[config.mk]
export PLATFORM = sky130hd
export DESIGN_NAME = score_digit_ctrl_flat
export DESIGN_NICKNAME = d
export VERILOG_FILES = /design/src/rtl/snake_display_pkg.sv /design/src/rtl/score_digit_ctrl_if.sv /design/src/rtl/bin2bcd_seq.sv /design/src/rtl/score_digit_ctrl.sv /design/src/flat_wrapper.sv
export SDC_FILE = /design/constraint.sdc
export NUM_CORES = 1
export LEC_CHECK = 0
export CORE_ASPECT_RATIO = 1.75
export CORE_UTILIZATION = 45
export DETAILED_ROUTE_END_ITERATION = 8
export HOLD_SLACK_MARGIN = 0.03
export PLACE_DENSITY = 0.71
export RECOVER_POWER = 25
export SETUP_SLACK_MARGIN = 0.02
export SYNTH_ARGS = -nofsm -noshare
export SYNTH_HDL_FRONTEND = slang
export SYNTH_SLANG_ARGS = --single-unit
[constraint.sdc]
create_clock -name clock_25 -period 4.1 [get_ports clock_25]
set_input_delay 0.615 -clock clock_25 [delete_from_list [all_inputs] [get_ports clock_25]]
set_output_delay 0.615 -clock clock_25 [all_outputs]
set_load 0.02 [all_outputs]
[src/rtl/snake_display_pkg.sv]
// Shared constants and types for the on-screen digit fields (score, time).
//   DIGIT_CELLS  glyph edge length in ROM cells (glyphs are square)
//   GLYPH_BITS   bits per glyph in the numbers ROM (row*10+col indexing)
//   BLANK_GLYPH  ROM glyph select that renders nothing
//   VALUE_W      width of the binary value being displayed
//   BCD_DIGITS   digits produced by the BCD converter (display uses the low NUM_DIGITS)
package snake_display_pkg;
  localparam int DIGIT_CELLS = 10;
  localparam int GLYPH_BITS  = 100;
  localparam logic [3:0] BLANK_GLYPH = 4'd10;
  localparam int VALUE_W    = 14;
  localparam int BCD_DIGITS = 4;

  typedef logic [3:0] bcd_digit_t;

  typedef enum logic [1:0] {
    ST_IDLE   = 2'd0,
    ST_CONV   = 2'd1,
    ST_COMMIT = 2'd2
  } conv_state_e;

  function automatic int pow10(input int n);
    int r;
    r = 1;
    for (int i = 0; i < n; i++) r = r * 10;
    return r;
  endfunction
endpackage

[src/rtl/score_digit_ctrl_if.sv]
// Bus between the digit sequencer and the numbers glyph ROM.
//   selected_number  glyph select (0-9, BLANK_GLYPH = empty); the ROM registers it
//   number_count     bit index row*10+col; the ROM uses it combinationally
//   number_pixel     glyph bit returned by the ROM
// master = sequencer, slave = ROM.
interface score_digit_ctrl_if;
  logic [3:0] selected_number;
  logic [7:0] number_count;
  logic       number_pixel;

  modport master (output selected_number, output number_count, input number_pixel);
  modport slave  (input selected_number, input number_count, output number_pixel);
endinterface

[src/rtl/bin2bcd_seq.sv]
// Sequential double-dabble binary to BCD converter, one bit per cycle.
//   start   load value and begin converting (ignored stream is restarted)
//   value   binary input, VALUE_W bits
//   busy    high for the VALUE_W shift cycles
//   done    high during the final shift cycle; bcd is valid from the next cycle
//   bcd     BCD_DIGITS packed digits, units in the low nibble (held until next start)
module bin2bcd_seq
  import snake_display_pkg::*;
(
  input  logic                  clock_25,
  input  logic                  resetn,
  input  logic                  start,
  input  logic [VALUE_W-1:0]    value,
  output logic                  busy,
  output logic                  done,
  output logic [4*BCD_DIGITS-1:0] bcd
);
  localparam int SR_W = 4*BCD_DIGITS + VALUE_W;

  logic [SR_W-1:0] sr, sr_adj;
  logic [4:0]      cnt;

  // Add 3 to every BCD nibble >= 5 so the following shift carries correctly.
  always_comb begin
    sr_adj = sr;
    for (int i = 0; i < BCD_DIGITS; i++)
      if (sr[VALUE_W+4*i +: 4] >= 4'd5)
        sr_adj[VALUE_W+4*i +: 4] = sr[VALUE_W+4*i +: 4] + 4'd3;
  end

  always_ff @(posedge clock_25 or negedge resetn) begin
    if (!resetn) begin
      sr   <= '0;
      cnt  <= '0;
      busy <= 1'b0;
    end else if (start) begin
      sr   <= {{(4*BCD_DIGITS){1'b0}}, value};
      cnt  <= 5'(VALUE_W);
      busy <= 1'b1;
    end else if (busy) begin
      sr  <= {sr_adj[SR_W-2:0], 1'b0};
      cnt <= cnt - 5'd1;
      if (cnt == 5'd1) busy <= 1'b0;
    end
  end

  assign done = busy && (cnt == 5'd1);
  assign bcd  = sr[SR_W-1 -: 4*BCD_DIGITS];
endmodule

[src/rtl/score_digit_ctrl.sv]
// Draws a NUM_DIGITS decimal field from the numbers glyph ROM.
// A binary value is captured, converted to BCD at the next vblank and committed
// to the display register in one cycle. Each raster pixel is mapped to a digit,
// glyph row and column; the ROM select is issued one cycle ahead of its bit
// index, and the returned glyph bit comes back as digit_pixel_on 3 cycles after
// the pixel coordinates.
//   clock_25, resetn            pixel clock, async active-low reset
//   pixel_x, pixel_y            raster position
//   frame_start                 vblank pulse; starts a pending conversion
//   value_load, value_in        capture strobe and binary value (saturated)
//   rom                         numbers ROM bus (master side)
//   digit_pixel_on              foreground flag for the pixel of 3 cycles ago
//   busy                        conversion/commit in progress
module score_digit_ctrl
  import snake_display_pkg::*;
#(
  parameter int X0         = 100,
  parameter int Y0         = 20,
  parameter int SCALE      = 2,
  parameter int GAP        = 4,
  parameter int NUM_DIGITS = 4,
  parameter int LEAD_BLANK = 1
) (
  input  logic                clock_25,
  input  logic                resetn,
  input  logic [9:0]          pixel_x,
  input  logic [9:0]          pixel_y,
  input  logic                frame_start,
  input  logic                value_load,
  input  logic [VALUE_W-1:0]  value_in,
  score_digit_ctrl_if.master  rom,
  output logic                digit_pixel_on,
  output logic                busy
);
  localparam int GLYPH_W = DIGIT_CELLS * SCALE;
  localparam int PITCH   = GLYPH_W + GAP;
  localparam int FIELD_W = NUM_DIGITS * PITCH - GAP;
  localparam logic [VALUE_W-1:0] MAX_VAL = VALUE_W'(pow10(NUM_DIGITS) - 1);

  // ---------------- capture + conversion control ----------------
  conv_state_e state, state_nxt;
  logic                   pending;
  logic [VALUE_W-1:0]     capture, value_sat, conv_value;
  logic                   conv_start, conv_busy, conv_done;
  logic [4*BCD_DIGITS-1:0] conv_bcd;
  bcd_digit_t [BCD_DIGITS-1:0] disp_dig;  // units at index 0

  assign value_sat  = (value_in > MAX_VAL) ? MAX_VAL : value_in;
  // A load in the same cycle as frame_start is converted directly.
  assign conv_value = value_load ? value_sat : capture;

  always_comb begin
    state_nxt  = state;
    conv_start = 1'b0;
    case (state)
      ST_IDLE:
        if (frame_start && (pending || value_load)) begin
          state_nxt  = ST_CONV;
          conv_start = 1'b1;
        end
      ST_CONV:   if (conv_done) state_nxt = ST_COMMIT;
      ST_COMMIT: state_nxt = ST_IDLE;
      default:   state_nxt = ST_IDLE;
    endcase
  end

  always_ff @(posedge clock_25 or negedge resetn) begin
    if (!resetn) begin
      state    <= ST_IDLE;
      pending  <= 1'b0;
      capture  <= '0;
      disp_dig <= '0;
    end else begin
      state <= state_nxt;
      if (value_load) capture <= value_sat;
      if (conv_start)      pending <= 1'b0;
      else if (value_load) pending <= 1'b1;
      if (state == ST_COMMIT) disp_dig <= conv_bcd;
    end
  end

  assign busy = (state != ST_IDLE);

  bin2bcd_seq u_bcd (
    .clock_25 (clock_25),
    .resetn   (resetn),
    .start    (conv_start),
    .value    (conv_value),
    .busy     (conv_busy),
    .done     (conv_done),
    .bcd      (conv_bcd)
  );

  // ---------------- raster stage 0 ----------------
  logic [9:0] dx, dy, off;
  logic [1:0] dig_k, dig_idx;
  logic [3:0] col, row;
  logic       in_x, in_y, in_gap, in_glyph;
  logic [7:0] cell_idx;
  logic [NUM_DIGITS-1:0] blank_k;  // MSD-first, like dig_k
  logic       zero_run;

  assign dx   = pixel_x - 10'(X0);
  assign dy   = pixel_y - 10'(Y0);
  assign in_x = ({1'b0, pixel_x} >= 11'(X0)) && ({1'b0, pixel_x} < 11'(X0 + FIELD_W));
  assign in_y = ({1'b0, pixel_y} >= 11'(Y0)) && ({1'b0, pixel_y} < 11'(Y0 + GLYPH_W));

  // Digit, column and row by comparing against constant multiples: cheap for
  // at most 4 digits and 10 cells, and works for any SCALE without a divider.
  always_comb begin
    dig_k = '0;
    off   = dx;
    for (int j = 1; j < NUM_DIGITS; j++)
      if (dx >= 10'(j * PITCH)) begin
        dig_k = 2'(j);
        off   = dx - 10'(j * PITCH);
      end
    col = '0;
    for (int c = 1; c < DIGIT_CELLS; c++)
      if (off >= 10'(c * SCALE)) col = 4'(c);
    row = '0;
    for (int r = 1; r < DIGIT_CELLS; r++)
      if (dy >= 10'(r * SCALE)) row = 4'(r);
  end

  assign in_gap   = (off >= 10'(GLYPH_W));
  assign in_glyph = in_x && in_y && !in_gap;
  assign dig_idx  = 2'(NUM_DIGITS - 1) - dig_k;
  assign cell_idx = 8'(row) * 8'd10 + 8'(col);

  // A digit is blank while it and every more significant digit are zero.
  always_comb begin
    zero_run = 1'b1;
    blank_k  = '0;
    for (int k = 0; k < NUM_DIGITS; k++) begin
      zero_run   = zero_run && (disp_dig[NUM_DIGITS-1-k] == 4'd0);
      blank_k[k] = (LEAD_BLANK != 0) && zero_run && (k != NUM_DIGITS - 1);
    end
  end

  // ---------------- ROM alignment pipeline ----------------
  // The ROM registers the glyph select but indexes combinationally, so the bit
  // index trails the select by one cycle. vld_pipe carries in_glyph alongside.
  logic [7:0] cell_q;
  logic [1:0] vld_pipe;

  always_ff @(posedge clock_25 or negedge resetn) begin
    if (!resetn) begin
      rom.selected_number <= '0;
      rom.number_count    <= '0;
      cell_q              <= '0;
      vld_pipe            <= '0;
      digit_pixel_on      <= 1'b0;
    end else begin
      rom.selected_number <= (in_glyph && !blank_k[dig_k]) ? disp_dig[dig_idx] : BLANK_GLYPH;
      cell_q              <= in_glyph ? cell_idx : 8'd0;
      rom.number_count    <= cell_q;
      vld_pipe            <= {vld_pipe[0], in_glyph};
      digit_pixel_on      <= rom.number_pixel & vld_pipe[1];
    end
  end
endmodule

[src/flat_wrapper.sv]
// flat-port wrapper written by rule: the top's interface ports become plain ports
module score_digit_ctrl_flat import snake_display_pkg::*;
#(
  parameter int X0         = 100,
  parameter int Y0         = 20,
  parameter int SCALE      = 2,
  parameter int GAP        = 4,
  parameter int NUM_DIGITS = 4,
  parameter int LEAD_BLANK = 1
)
  (clock_25, resetn, pixel_x, pixel_y, frame_start, value_load, value_in, digit_pixel_on, busy, rom_selected_number, rom_number_count, rom_number_pixel);
  score_digit_ctrl_if rom_i ();
  input  logic clock_25;
  input  logic resetn;
  input  logic [9:0] pixel_x;
  input  logic [9:0] pixel_y;
  input  logic frame_start;
  input  logic value_load;
  input  logic [VALUE_W-1:0] value_in;
  output logic digit_pixel_on;
  output logic busy;
  output wire logic [$bits(rom_i.selected_number)-1:0] rom_selected_number;
  output wire logic [$bits(rom_i.number_count)-1:0] rom_number_count;
  input wire logic [$bits(rom_i.number_pixel)-1:0] rom_number_pixel;
  assign rom_selected_number = rom_i.selected_number;
  assign rom_number_count = rom_i.number_count;
  assign rom_i.number_pixel = rom_number_pixel;
  score_digit_ctrl #(.X0(X0), .Y0(Y0), .SCALE(SCALE), .GAP(GAP), .NUM_DIGITS(NUM_DIGITS), .LEAD_BLANK(LEAD_BLANK)) u_core (.clock_25(clock_25), .resetn(resetn), .pixel_x(pixel_x), .pixel_y(pixel_y), .frame_start(frame_start), .value_load(value_load), .value_in(value_in), .rom(rom_i), .digit_pixel_on(digit_pixel_on), .busy(busy));
endmodule
; Word-level counts from Yosys, hierarchy flattened
; Cells that the tools add are included.
[totals]
reg_bits = 92
input_bits = 39
out_inout_bits = 14
[op_classes]
n_addsub = 12
mul = 1
magnitude_cmp = 33
eq_ne = 5
mux = 50
n_bitwise = 1
n_reduce_logical = 20
[op_table]
columns = operator, count
row1 = "10-bit by 4-bit >= comparator with 1-bit output, second input constant", 8
row2 = "10-bit by 5-bit >= comparator with 1-bit output, second input constant", 7
row3 = 30-bit 2-to-1 mux, 2
row4 = "10-bit by 3-bit >= comparator with 1-bit output, second input constant", 4
row5 = 4-bit 2-to-1 mux, 9
row6 = 10-bit 2-to-1 mux, 3
row7 = 14-bit 2-to-1 mux, 2
row8 = 3-bit 2-to-1 mux, 9
row9 = "10-bit by 2-bit >= comparator with 1-bit output, second input constant", 2
row10 = "10-bit by 7-bit >= comparator with 1-bit output, second input constant", 2
row11 = "10-bit by 5-bit subtractor with 10-bit output, second input constant", 2
row12 = "10-bit by 7-bit subtractor with 10-bit output, second input constant", 2
row13 = "4-bit by 3-bit >= comparator with 1-bit output, second input constant", 4
row14 = 2-bit 2-to-1 mux, 8
row15 = "14-bit greater-than comparator, second input constant", 1
row16 = "4-bit by 2-bit adder with 4-bit output, second input constant", 3
row17 = 4-bit logical NOT, 3
row18 = 1-bit 2-to-1 mux, 11
row19 = "10-bit by 6-bit >= comparator with 1-bit output, second input constant", 1
row20 = "10-bit by 6-bit less-than comparator with 1-bit output, second input constant", 1
row21 = "10-bit by 8-bit less-than comparator with 1-bit output, second input constant", 1
row22 = 5-bit 2-to-1 mux, 2
row23 = "10-bit by 6-bit subtractor with 10-bit output, second input constant", 1
row24 = 1-bit logical AND, 9
row25 = 20 further kinds, 25

; Depth between registers and ports, before layout
; Gate-level depths: netlist of run 1.
[logic_depth]
depth_word = 17
depth_mapped = 24
mapped_depth_nobuf = 22

; Modules after synthesis
; Synthesis of run 1 repeated with hierarchy kept, for this count alone.
[unflattened]
cells_unflattened = 557
area_unflattened_um2 = 5500.3
[by_module_without_submodules]
columns = mod, n_inst, cells_per_inst, area_each_um2, seq_area_each_um2
row1 = score_digit_ctrl, 1, 339, 3413.3, 1401.3
row2 = bin2bcd_seq, 1, 218, 2087.0, 900.9

; Least setup slack after synthesis of run 1
; No wires, ideal clock.
[synth_path]
path_type = input -> register
from = input port pixel_x[2]
to = register u_core.cell_q[7]
arrival_ps = 4962
setup_slack_ps = -940
stages = 22
n_path_buf = 2
path_cell_list = buf_2 > inv_1 > ha_1 > xor2_1 > inv_1 > ha_1 > o21ai_1 > nor2_1 > o221ai_1 > clkbuf_1 > a22oi_1 > or4_4 > nor2_1 > ha_1 > inv_1 > fa_1 > nor2b_1 > o21ai_0 > or2_2 > a211oi_1 > a31oi_1 > a21oi_1
[synth_via]
elab_chain_len = 17
[synth_rtl]
columns = item, line
row1 = from (decl), flat_wrapper.sv:15  ; input logic [9:0] pixel_x;
row2 = 10-bit by 7-bit subtractor with 10-bit output, score_digit_ctrl.sv:103  ; assign dx = pixel_x - 10'(X0);
row3 = 10-bit by 5-bit subtractor with 10-bit output / 10-bit by 5-bit >= comparator with 1-bit output (equally long branches), "score_digit_ctrl.sv:116, score_digit_ctrl.sv:114"
row4 = 10-bit 2-to-1 mux (3 in series), score_digit_ctrl.sv:114  ; if (dx >= 10'(j * PITCH)) begin
row5 = 10-bit by 2-bit >= comparator with 1-bit output, score_digit_ctrl.sv:120  ; if (off >= 10'(c * SCALE)) col = 4'(c);
row6 = 1-bit 2-to-1 mux, score_digit_ctrl.sv:120
row7 = 2-bit 2-to-1 mux (2 in series), score_digit_ctrl.sv:120
row8 = 3-bit 2-to-1 mux (4 in series), score_digit_ctrl.sv:120
row9 = 4-bit 2-to-1 mux (2 in series), score_digit_ctrl.sv:120
row10 = 8-bit by 4-bit adder with 8-bit output, score_digit_ctrl.sv:129  ; assign cell_idx = 8'(row) * 8'd10 + 8'(col);
row11 = 8-bit 2-to-1 mux *, score_digit_ctrl.sv:156  ; cell_q <= in_glyph ? cell_idx : 8'd0;
row12 = to (signal assigned), score_digit_ctrl.sv:156
row13 = to (decl), score_digit_ctrl.sv:144  ; logic [7:0] cell_q;
; Every way passes the cells marked *; elsewhere a longest branch is shown, timed or not.
; A chain may end at the register's enable or synchronous reset.

; Worst setup path after layout of run 1
; Ends and elaborated chain as after synthesis.

==> metrics.txt, run 1 <==
status=finished with violations; failing checks=design-rule violations, max-capacitance violations, max-slew violations, negative setup slack; asr flop ratio synth=1.00; Antenna diodes=0; Seq/Total Area, Yosys=0.426; Reg-to-Reg End=u_core.u_bcd.sr[3]; setup TNS=-243 ps; Seq cells post-synth=about 90; CTS Root Cell=clkbuf_16; GPL Wtd Cong=~0.84; CP Launch Type=input port; Bufs on Longest Clock Path=2; Net Count, Synth=640; IO Pins=53; CTS tree=yes; Cells after Synth=around 570; post-synth top area share=0.426; Final period util=1.04; Layout area overhead=35.6%; critical-path maximum fanout=7; Synth area leader=dfrtp_1; most frequent cells in the layout=buf_4 (97), dfrtp_1 (92), nor2_1 (58); setup slack after layout=-148 ps; initial antenna violation count=0; number of port buffers=between 50 and 60; Synth Cell Area=0.00540 mm^2; wire length of the first global-routing pass=approximately 22 mm; DP Area=0.00682 mm^2; clk_skew=slightly above 6 ps; synthesized area per cell=roughly 9.5 um^2; arrival time at the worst endpoint=~4500 ps; crit path from=pixel_x[2]; Req. time, crit path=approximately 4400 ps; initial cell density of the core=0.464; top_reg_cell synth=dfrtp_1; Die H=147 um; DR WL/cell=between 15 and 20 um; power per cell area=461 mW/mm^2; Layout Cell Area excl Fill=0.00733 mm^2; largest net degree at the start of global routing=69; Max-slew headroom=-0.0918; initial DRC count=roughly 270; Residual DRC=5; vias in the first global route=4,830; reg2reg setup slack=2350 ps; leakage=3.43 nW; via count=around 4,600; fmax=between 200 and 250 MHz; Sink Count=92; Post-synth EDFFs=0; clk_lat worst skew=330 ps; fin util=0.629; DRT Wirelength=roughly 13 mm; Slew Limit Fails=69; htree depth=3; CP Capture Point=u_core.cell_q[7]; layout cells sized above 1=0.272; Cell Rows=52; Synth cell types=67; Synth Warn #=0; All-Layer GR Usage=0.220; post-DP HPWL=a little under 10 mm; worst reg2reg path startpoint=u_core.state[0]; max_cap viols=1; Slew @ Worst Pin=1640 ps; WS Path Type=input port to register; Die X=84.8 um; Total Nets Final=roughly 780; crit end category=register; largest vdd supply drop=0.000185 V; Post-DRT Antenna Nets=0; HP Class=register to register; top post-synthesis cells by area=dfrtp_1 (43%), ha_1 (7.6%), nor2_1 (4.2%), a21oi_1 (3.8%), mux2_2 (3.8%); Core Region=0.0116 mm^2; commonest non-fill, non-tap cell in the layout=buf_4; worst reg2reg path depth=5; unrepaired setup endpoints after global routing=yes; clock-pin slew on the worst setup and hold paths=around 60 ps; min Tclk post-route=approximately 4200 ps; total global routing overflow=0; final setup fails=3; Fin. Hold Viols=0; drt first pass iters=8; die area=between 0.01 and 0.015 mm^2; routed vias/inst=roughly 5.5; CTS Buf Count=9
[report_power, final]
group	internal, mW	switching (mW)
registers	1.14	0.196
logic	0.587	0.673
clock network	0.444	0.335
total	2.17	1.20
[per-layer routing]
metal | vias to the layer above | global-route usage | wire, um | share of wire
met3 | 28 | 0.0225 | 338 | 0.026
li1 | 2257 | - | - | -
met5 | - | 0 | 0 | 0
met2 | 103 | 0.437 | 7500 | 0.57
met1 | 2238 | 0.226 | 4920 | 0.37
met4 | 0 | 0.0958 | 407 | 0.031
[logic make-up after synthesis]
group | synth area share
xor gates and xnor gates | 0.0405
buffers and inverters | 0.0498
DFF | 0.426
adders and majority gates | 0.0838
and+or+nand+nor | 0.157
muxes | 0.0773
AOI/OAI and AO/OA | 0.166
[layout make-up]
| cell class | instances | area [um^2] |
|---|---|---|
| clock inverter | 4 | 32.5 |
| timing repair buffer | 155 | 1330 |
| fill | 914 | 4320 |
| clock buffer | 11 | 253 |
| tap | 135 | 169 |
| sequential | 92 | 2300 |
| multi-input combinational | 407 | 3080 |
| inverter | 44 | 173 |
[synthesized netlist by cell type, drive strengths merged (10+ instances only)]
library cell	instances
buf	10
nand2b	10
mux2i	20
nand2	44
o21ai	32
nor2	62
nor3	11
mux2	19
dfrtp	92
a21oi	42
xnor2	16
clkbuf	13
inv	44
ha	33
[flip-flops by register name, indices dropped and copies added (netlist names)]
register	flops
u_core.cell_q	8
u_core.rom.number_count	8
u_core.vld_pipe	2
u_core.rom.selected_number	4
u_core.digit_pixel_on	1
u_core.pending	1
u_core.capture	14
u_core.disp_dig	16
u_core.u_bcd.busy	1
u_core.u_bcd.sr	30
u_core.state	2
u_core.u_bcd.cnt	5
[metrics by stage]
step           total power, mW  worst slack (ps)  hold WS, ps  instances
2_1_floorplan             2.16              -298          319        566
3_3_place_gp              2.48              -837          332        824
3_5_place_dp              2.57              -954          338        824
4_1_cts                   3.37             -96.2          352        843
5_1_grt                   3.62              -297          357        848
6_report                  3.38              -148          350        848
[worst min-delay path by stage]
stage          cells past startpoint             start  slack, ps                    endpoint
2_1_floorplan                      0            resetn        320           u_core.capture[0]
3_3_place_gp                       0  u_core.cell_q[5]        330  u_core.rom.number_count[5]
3_5_place_dp                       0  u_core.cell_q[4]        340  u_core.rom.number_count[4]
4_1_cts                            0  u_core.cell_q[3]        350  u_core.rom.number_count[3]
5_1_grt                            0  u_core.cell_q[5]        360  u_core.rom.number_count[5]
6_report                           0  u_core.cell_q[5]        350  u_core.rom.number_count[5]
[critical path: stages]
cell       delay (ps)
buf_12            110
or4_4             570
nand2_8           110
buf_6             110
inv_4              30
ha_4              160
a31oi_4           190
a311oi_2          150
a2111oi_2         370
nor2_1             80
or4_4             540
nor2_4            140
ha_4              130
inv_2              30
fa_2              380
nor2b_4           130
o21ai_2            60
or2_4             240
a211oi_2          140
a31oi_1            60
a21oi_1           150
[repair_timing]
| action | CTS | global route |
|---|---|---|
| resized for setup | 39 | 23 |
| setup endpoints to repair | 6 | 4 |
| hold buffers | 0 | 0 |
| buffers inserted | 4 | 5 |
| pin swaps | 18 | 24 |
Note: power is estimated with default switching activity, not from simulation.
==> inputs of run 2 (changes only) <==
--- a/config.mk
+++ b/config.mk
@@ -11,7 +11,6 @@
 export HOLD_SLACK_MARGIN = 0.03
 export PLACE_DENSITY = 0.71
 export RECOVER_POWER = 25
-export SETUP_SLACK_MARGIN = 0.02
 export SYNTH_ARGS = -nofsm -noshare
 export SYNTH_HDL_FRONTEND = slang
 export SYNTH_SLANG_ARGS = --single-unit
==> metrics.txt, run 2 (same netlist as run 1, synthesis figures left out) <==
status=finished with violations (unchanged); failing checks=design-rule violations, max-capacitance violations, max-slew violations, negative setup slack (unchanged); Pwr Total=3.38 mW (about the same); placed insts=824 (unchanged); DRT Wirelength=13.2 mm (about the same); number of port buffers=52 (unchanged); routed vias/inst=5.46 (about the same); critical-path maximum fanout=7 (unchanged); htree depth=3 (unchanged); via count=4,632 (was 4,626); Layout area overhead=35.6% (unchanged); Final period util=1.04 (about the same); WP buf/inv=4 (unchanged); final setup fails=3 (unchanged); Layout Cell Area excl Fill=0.00733 mm^2 (unchanged); Top reg by flops=u_core.u_bcd.sr (unchanged); Slew Limit Fails=69 (unchanged); non-filler cells, final=848 (unchanged); Crit path max-delay family=simple AND/OR/NAND/NOR gates (unchanged); GPL Wtd Cong=0.842 (unchanged); min Tclk post-route=4250 ps (about the same); Max-slew headroom=-0.0912 (was -0.0918); Sink Count=92 (unchanged); clock-pin slew on the worst setup and hold paths=60 ps (about the same); leakage=3.43 nW (unchanged); most frequent cells in the layout=buf_4 (97), dfrtp_1 (92), nor2_1 (58) (unchanged); Largest register FFs=30 (unchanged); CTS Root Cell=clkbuf_16 (unchanged); Core Region=0.0116 mm^2 (unchanged); arrival time at the worst endpoint=4510 ps (about the same); crit end category=register (unchanged); CP Launch Type=input port (unchanged); Residual DRC=5 (unchanged); vias in the first global route=4,830 (unchanged); clk_skew=6.19 ps (was 6.13 ps); IO Pins=53 (unchanged); initial antenna violation count=0 (unchanged); clk_lat worst skew=330 ps (about the same); largest vdd supply drop=0.000185 V (about the same); CTS Buf Count=9 (unchanged); initial cell density of the core=0.464 (unchanged); die area=0.0125 mm^2 (unchanged); Die X=84.8 um (unchanged); dpl ws=-954 ps (unchanged); Fin Hold WS=350 ps (unchanged); WS Path Type=input port to register (unchanged); worst-path cell chain=buf_12 -> or4_4 -> nand2_8 -> buf_6 -> inv_4 -> ha_4 -> a31oi_4 -> a311oi_2 -> a2111oi_2 -> nor2_1 -> or4_4 -> nor2_4 -> ha_4 -> inv_2 -> fa_2 -> nor2b_4 -> o21ai_2 -> or2_4 -> a211oi_2 -> a31oi_1 -> a21oi_1 (unchanged); slowest CP cell=or4_4 (unchanged); hold_buf cts=0 (unchanged); Slew @ Worst Pin=1640 ps (about the same); CP max stage delay=570 ps (about the same); total global routing overflow=0 (unchanged); HP Class=register to register (unchanged); DP Area=0.00682 mm^2 (unchanged); DR WL/cell=15.5 um (about the same); Post-DRT Antenna Nets=0 (unchanged); fill cell count=914 (unchanged); largest net degree at the start of global routing=69 (unchanged); All-Layer GR Usage=0.220 (unchanged); unrepaired setup endpoints after global routing=yes (unchanged); initial DRC count=305 (was 271); commonest non-fill, non-tap cell in the layout=buf_4 (unchanged); Fin. Hold Viols=0 (unchanged); Antenna diodes=0 (unchanged); largest registers=u_core.u_bcd.sr: 30 flops, u_core.disp_dig: 16 flops, u_core.capture: 14 flops (unchanged); wire length of the first global-routing pass=21.8 mm (unchanged); post-DP HPWL=9.84 mm (unchanged); max_cap viols=1 (unchanged); drt first pass iters=9 (was 8); fmax=235 MHz (about the same); Bufs on Longest Clock Path=2 (unchanged); power per cell area=461 mW/mm^2 (about the same); Die H=147 um (unchanged); Cell Rows=52 (unchanged); CTS tree=yes (unchanged); layout cells sized above 1=0.272 (unchanged); setup slack after layout=-149 ps (was -148 ps); Req. time, crit path=4360 ps (about the same); Total Nets Final=783 (unchanged)
==> run 2: cell counts in the layout (fill, tap and decap cells not counted) <==
No cell type changed its count.
==> run 2: timing repair <==
action	4_1_cts	5_1_grt
endpoints found under the setup margin	6	4
buffers inserted	4	5
pin swaps	18	24
resized for setup	39	23
==> run 2: worst paths after layout <==
path	startpoint	slack, ps	cells past startpoint	endpoint
max in group asynchronous	resetn	2280	2	u_core.capture[4]
hold / removal	u_core.cell_q[5]	350	0	u_core.rom.number_count[5]
hold reg to reg	u_core.cell_q[5]	350	0	u_core.rom.number_count[5]
setup / recovery	pixel_x[2]	-150	21	u_core.cell_q[7]
min in group asynchronous	resetn	690	1	u_core.u_bcd.sr[24]
setup reg to reg	u_core.state[0]	2350	5	u_core.u_bcd.sr[3]
==> run 2: per-layer routing <==
layer,share of wire,up-vias,global-route usage
met4,0.031,0,0.0958
li1,-,2260,-
met2,0.57,97,0.437
met1,0.37,2245,0.226
met3,0.024,30,0.0225
met5,0,-,0
==> run 2: where the power goes <==
group,switching (mW),internal (mW)
sequential,0.196,1.14
combinational,0.673,0.587
clock,0.335,0.444
total,1.20,2.17
==> run 2: worst register-to-register path, delay by kind of cell, from the launching register on <==
kind	cells	cell delay, ps
and+or+nand+nor	3	810
AOI/OAI and AO/OA	1	120
DFF	1	400
buffers and inverters	1	290
==> run 2: metrics by stage <==
stage / util / TNS, ps
floorplan: - / -407
global placement: 0.585 / -3740
detailed placement: 0.585 / -4740
CTS: 0.617 / -96.2
global route: 0.629 / -725
finish: 0.629 / -243
==> run 2: area by class of cell <==
cell class	instances	area (um^2)	area share
sequential	92	2300	0.314
clock inverter	4	32.5	0.00444
tap	135	169	0.0230
timing repair buffer	155	1330	0.181
inverter	44	173	0.0236
multi-input combinational	407	3080	0.420
clock buffer	11	253	0.0345
==> inputs of run 3 (changes only) <==
--- a/config.mk
+++ b/config.mk
@@ -5,11 +5,13 @@
 export SDC_FILE = /design/constraint.sdc
 export NUM_CORES = 1
 export LEC_CHECK = 0
+export CELL_PAD_IN_SITES_DETAIL_PLACEMENT = 0
+export CELL_PAD_IN_SITES_GLOBAL_PLACEMENT = 2
 export CORE_ASPECT_RATIO = 1.75
-export CORE_UTILIZATION = 45
+export CORE_UTILIZATION = 39
 export DETAILED_ROUTE_END_ITERATION = 8
 export HOLD_SLACK_MARGIN = 0.03
-export PLACE_DENSITY = 0.71
+export PLACE_DENSITY = 0.91
 export RECOVER_POWER = 25
 export SYNTH_ARGS = -nofsm -noshare
 export SYNTH_HDL_FRONTEND = slang
==> metrics.txt, run 3 (same netlist as run 1, synthesis figures left out) <==
Sink Count=92 (unchanged); Top reg by flops=u_core.u_bcd.sr (unchanged); Post-DRT Antenna Nets=0 (unchanged); WP buf/inv=3 (was 4); highest metal used=met4 (unchanged); power per cell area=462 mW/mm^2 (was 461 mW/mm^2); initial cell density of the core=0.402 (was 0.464); Antenna diodes=0 (unchanged); fin util=0.543 (was 0.629); Slew @ Worst Pin=1880 ps (was 1640 ps); Residual DRC=0 (was 5); Largest register FFs=30 (unchanged); CTS tree=yes (unchanged); Req. time, crit path=4350 ps (was 4360 ps); CP Launch Type=input port (unchanged); All-Layer GR Usage=0.189 (was 0.220); initial antenna violation count=0 (unchanged); Pwr Total=3.37 mW (was 3.38 mW); CP max stage delay=570 ps (about the same); Core Region=0.0135 mm^2 (was 0.0116 mm^2); initial DRC count=199 (was 305); routed vias/inst=5.19 (was 5.46); Max-slew headroom=-0.255 (was -0.0912); DR WL met3=339 um (was 317 um); largest vdd supply drop=0.000208 V (was 0.000185 V); status=finished with violations (unchanged); htree depth=3 (unchanged); leakage=3.38 nW (was 3.43 nW); Layout area overhead=35.1% (was 35.6%); CP Capture Point=u_core.cell_q[7] (unchanged); total global routing overflow=0 (unchanged); worst-path cell chain=buf_8 -> or4_4 -> nand2_8 -> ha_4 -> inv_1 -> o21ai_2 -> nor2_1 -> o221ai_2 -> and3_1 -> nor2_1 -> or4_4 -> nor2_2 -> ha_2 -> inv_2 -> fa_2 -> nor2b_4 -> o21ai_2 -> or2_4 -> a211oi_2 -> a31oi_1 -> a21oi_1 (was buf_12 -> or4_4 -> nand2_8 -> buf_6 -> inv_4 -> ha_4 -> a31oi_4 -> a311oi_2 -> a2111oi_2 -> nor2_1 -> or4_4 -> nor2_4 -> ha_4 -> inv_2 -> fa_2 -> nor2b_4 -> o21ai_2 -> or2_4 -> a211oi_2 -> a31oi_1 -> a21oi_1); die area=0.0143 mm^2 (was 0.0125 mm^2); largest net degree at the start of global routing=79 (was 69); failing checks=max-capacitance violations, max-slew violations, negative setup slack (was design-rule violations, max-capacitance violations, max-slew violations, negative setup slack); Bufs on Longest Clock Path=2 (unchanged); max_cap viols=1 (unchanged); Reg-to-Reg End=u_core.u_bcd.cnt[3] (was u_core.u_bcd.sr[3]); setup TNS=-88.3 ps (was -243 ps); Layout Cell Area excl Fill=0.00730 mm^2 (was 0.00733 mm^2); critical-path maximum fanout=6 (was 7); Cell Rows=56 (was 52); met1 WL=4.66 mm (was 4.94 mm); Final period util=1.02 (was 1.04); Die X=91.0 um (was 84.8 um); wire length of the first global-routing pass=21.7 mm (was 21.8 mm); Crit path max-delay family=simple AND/OR/NAND/NOR gates (unchanged); final setup fails=1 (was 3); Slew Limit Fails=79 (was 69); crit end category=register (unchanged); unrepaired setup endpoints after global routing=yes (unchanged); number of port buffers=52 (unchanged); CTS Root Cell=clkbuf_16 (unchanged); setup slack after layout=-88.3 ps (was -149 ps); commonest non-fill, non-tap cell in the layout=dfrtp_1 (was buf_4); Total Nets Final=774 (was 783); clk_lat worst skew=340 ps (was 330 ps); reg2reg setup slack=2350 ps (about the same); slowest CP cell=or4_4 (unchanged); critical path depth=21 (unchanged); metal2 WL=7.36 mm (was 7.50 mm); drt first pass iters=4 (was 9); layout cells sized above 1=0.265 (was 0.272); arrival time at the worst endpoint=4440 ps (was 4510 ps); dpl ws=-918 ps (was -954 ps); clk_skew=9.03 ps (was 6.19 ps); post-DP HPWL=9.80 mm (was 9.84 mm); HP Class=register to register (unchanged); clock-pin slew on the worst setup and hold paths=60 ps (about the same); IO Pins=53 (unchanged); DRT Wirelength=12.8 mm (was 13.2 mm); min Tclk post-route=4190 ps (was 4250 ps); CTS Buf Count=9 (unchanged); Die H=158 um (was 147 um); vias in the first global route=4,807 (was 4,830); Fin. Hold Viols=0 (unchanged); GPL Wtd Cong=0.829 (was 0.842); DP Area=0.00682 mm^2 (about the same); largest registers=u_core.u_bcd.sr: 30 flops, u_core.disp_dig: 16 flops, u_core.capture: 14 flops (unchanged); worst reg2reg path depth=5 (unchanged); fmax=239 MHz (was 235 MHz); most frequent cells in the layout=dfrtp_1 (92), buf_4 (90), nor2_1 (59) (was buf_4 (97), dfrtp_1 (92), nor2_1 (58)); via count=4,564 (was 4,632); crit path from=pixel_x[3] (was pixel_x[2]); worst reg2reg path startpoint=u_core.u_bcd.busy (was u_core.state[0]); DR WL/cell=14.5 um (was 15.5 um); WS Path Type=input port to register (unchanged)
==> run 3: changes by cell type in the layout (fill, tap and decap cells not counted), moves of 2 or more <==
| cell | change |
|---|---|
| nor3_1 | -2 |
| buf_6 | -4 |
| buf_4 | -7 |
| nor3_2 | +2 |
| inv_6 | +2 |
| inv_4 | -2 |
| clkbuf_8 | -2 |
==> run 3: cell type report <==
class	count	area (um^2)
Clock buffer	10	229
Clock inverter	6	70.1
Fill cell	1202	6150
Inverter	44	173
Multi-Input combinational cell	407	3060
Sequential cell	92	2300
Tap cell	174	218
Timing Repair Buffer	146	1250
==> run 3: metrics by stage <==
stage / hold WS, ps / instances
2_1_floorplan: 319 / 566
6_report: 347 / 879
3_5_place_dp: 336 / 856
4_1_cts: 350 / 876
5_1_grt: 358 / 879
3_3_place_gp: 332 / 856
==> run 3: timing repair <==
item	in CTS	in global routing
resized for setup	39	18
setup endpoints to repair	5	4
setup buffers	4	3
hold buffers	0	0
pin swaps	20	15
==> run 3: power by group <==
group / total, mW / internal (mW) / switching [mW]
Sequential: 1.33 / 1.14 / 0.193
Combinational: 1.21 / 0.575 / 0.639
Clock: 0.825 / 0.477 / 0.348
Total: 3.37 / 2.19 / 1.18
==> run 3: worst reg2reg max path, delay by kind of cell, from the launching register on <==
family	cells	cell delay, ps
buf+inv	2	780
flops	1	320
xor+xnor	1	160
simple gates	2	380
==> run 3: worst min path at each step <==
stage / start / endpoint / slack [ps] / depth (start not counted)
after floorplan: resetn / u_core.capture[0] / 320 / 0
after global placement: u_core.vld_pipe[0] / u_core.vld_pipe[1] / 330 / 0
after detailed placement: u_core.cell_q[3] / u_core.rom.number_count[3] / 340 / 0
after CTS: u_core.cell_q[3] / u_core.rom.number_count[3] / 350 / 0
after global routing: u_core.cell_q[5] / u_core.rom.number_count[5] / 360 / 0
final: u_core.cell_q[3] / u_core.rom.number_count[3] / 350 / 0
==> run 3: metal layers <==
metal,GRT usage,vias up
met5,0,-
met4,0.102,0
met3,0.0250,28
met2,0.376,99
met1,0.185,2199
li1,-,2238
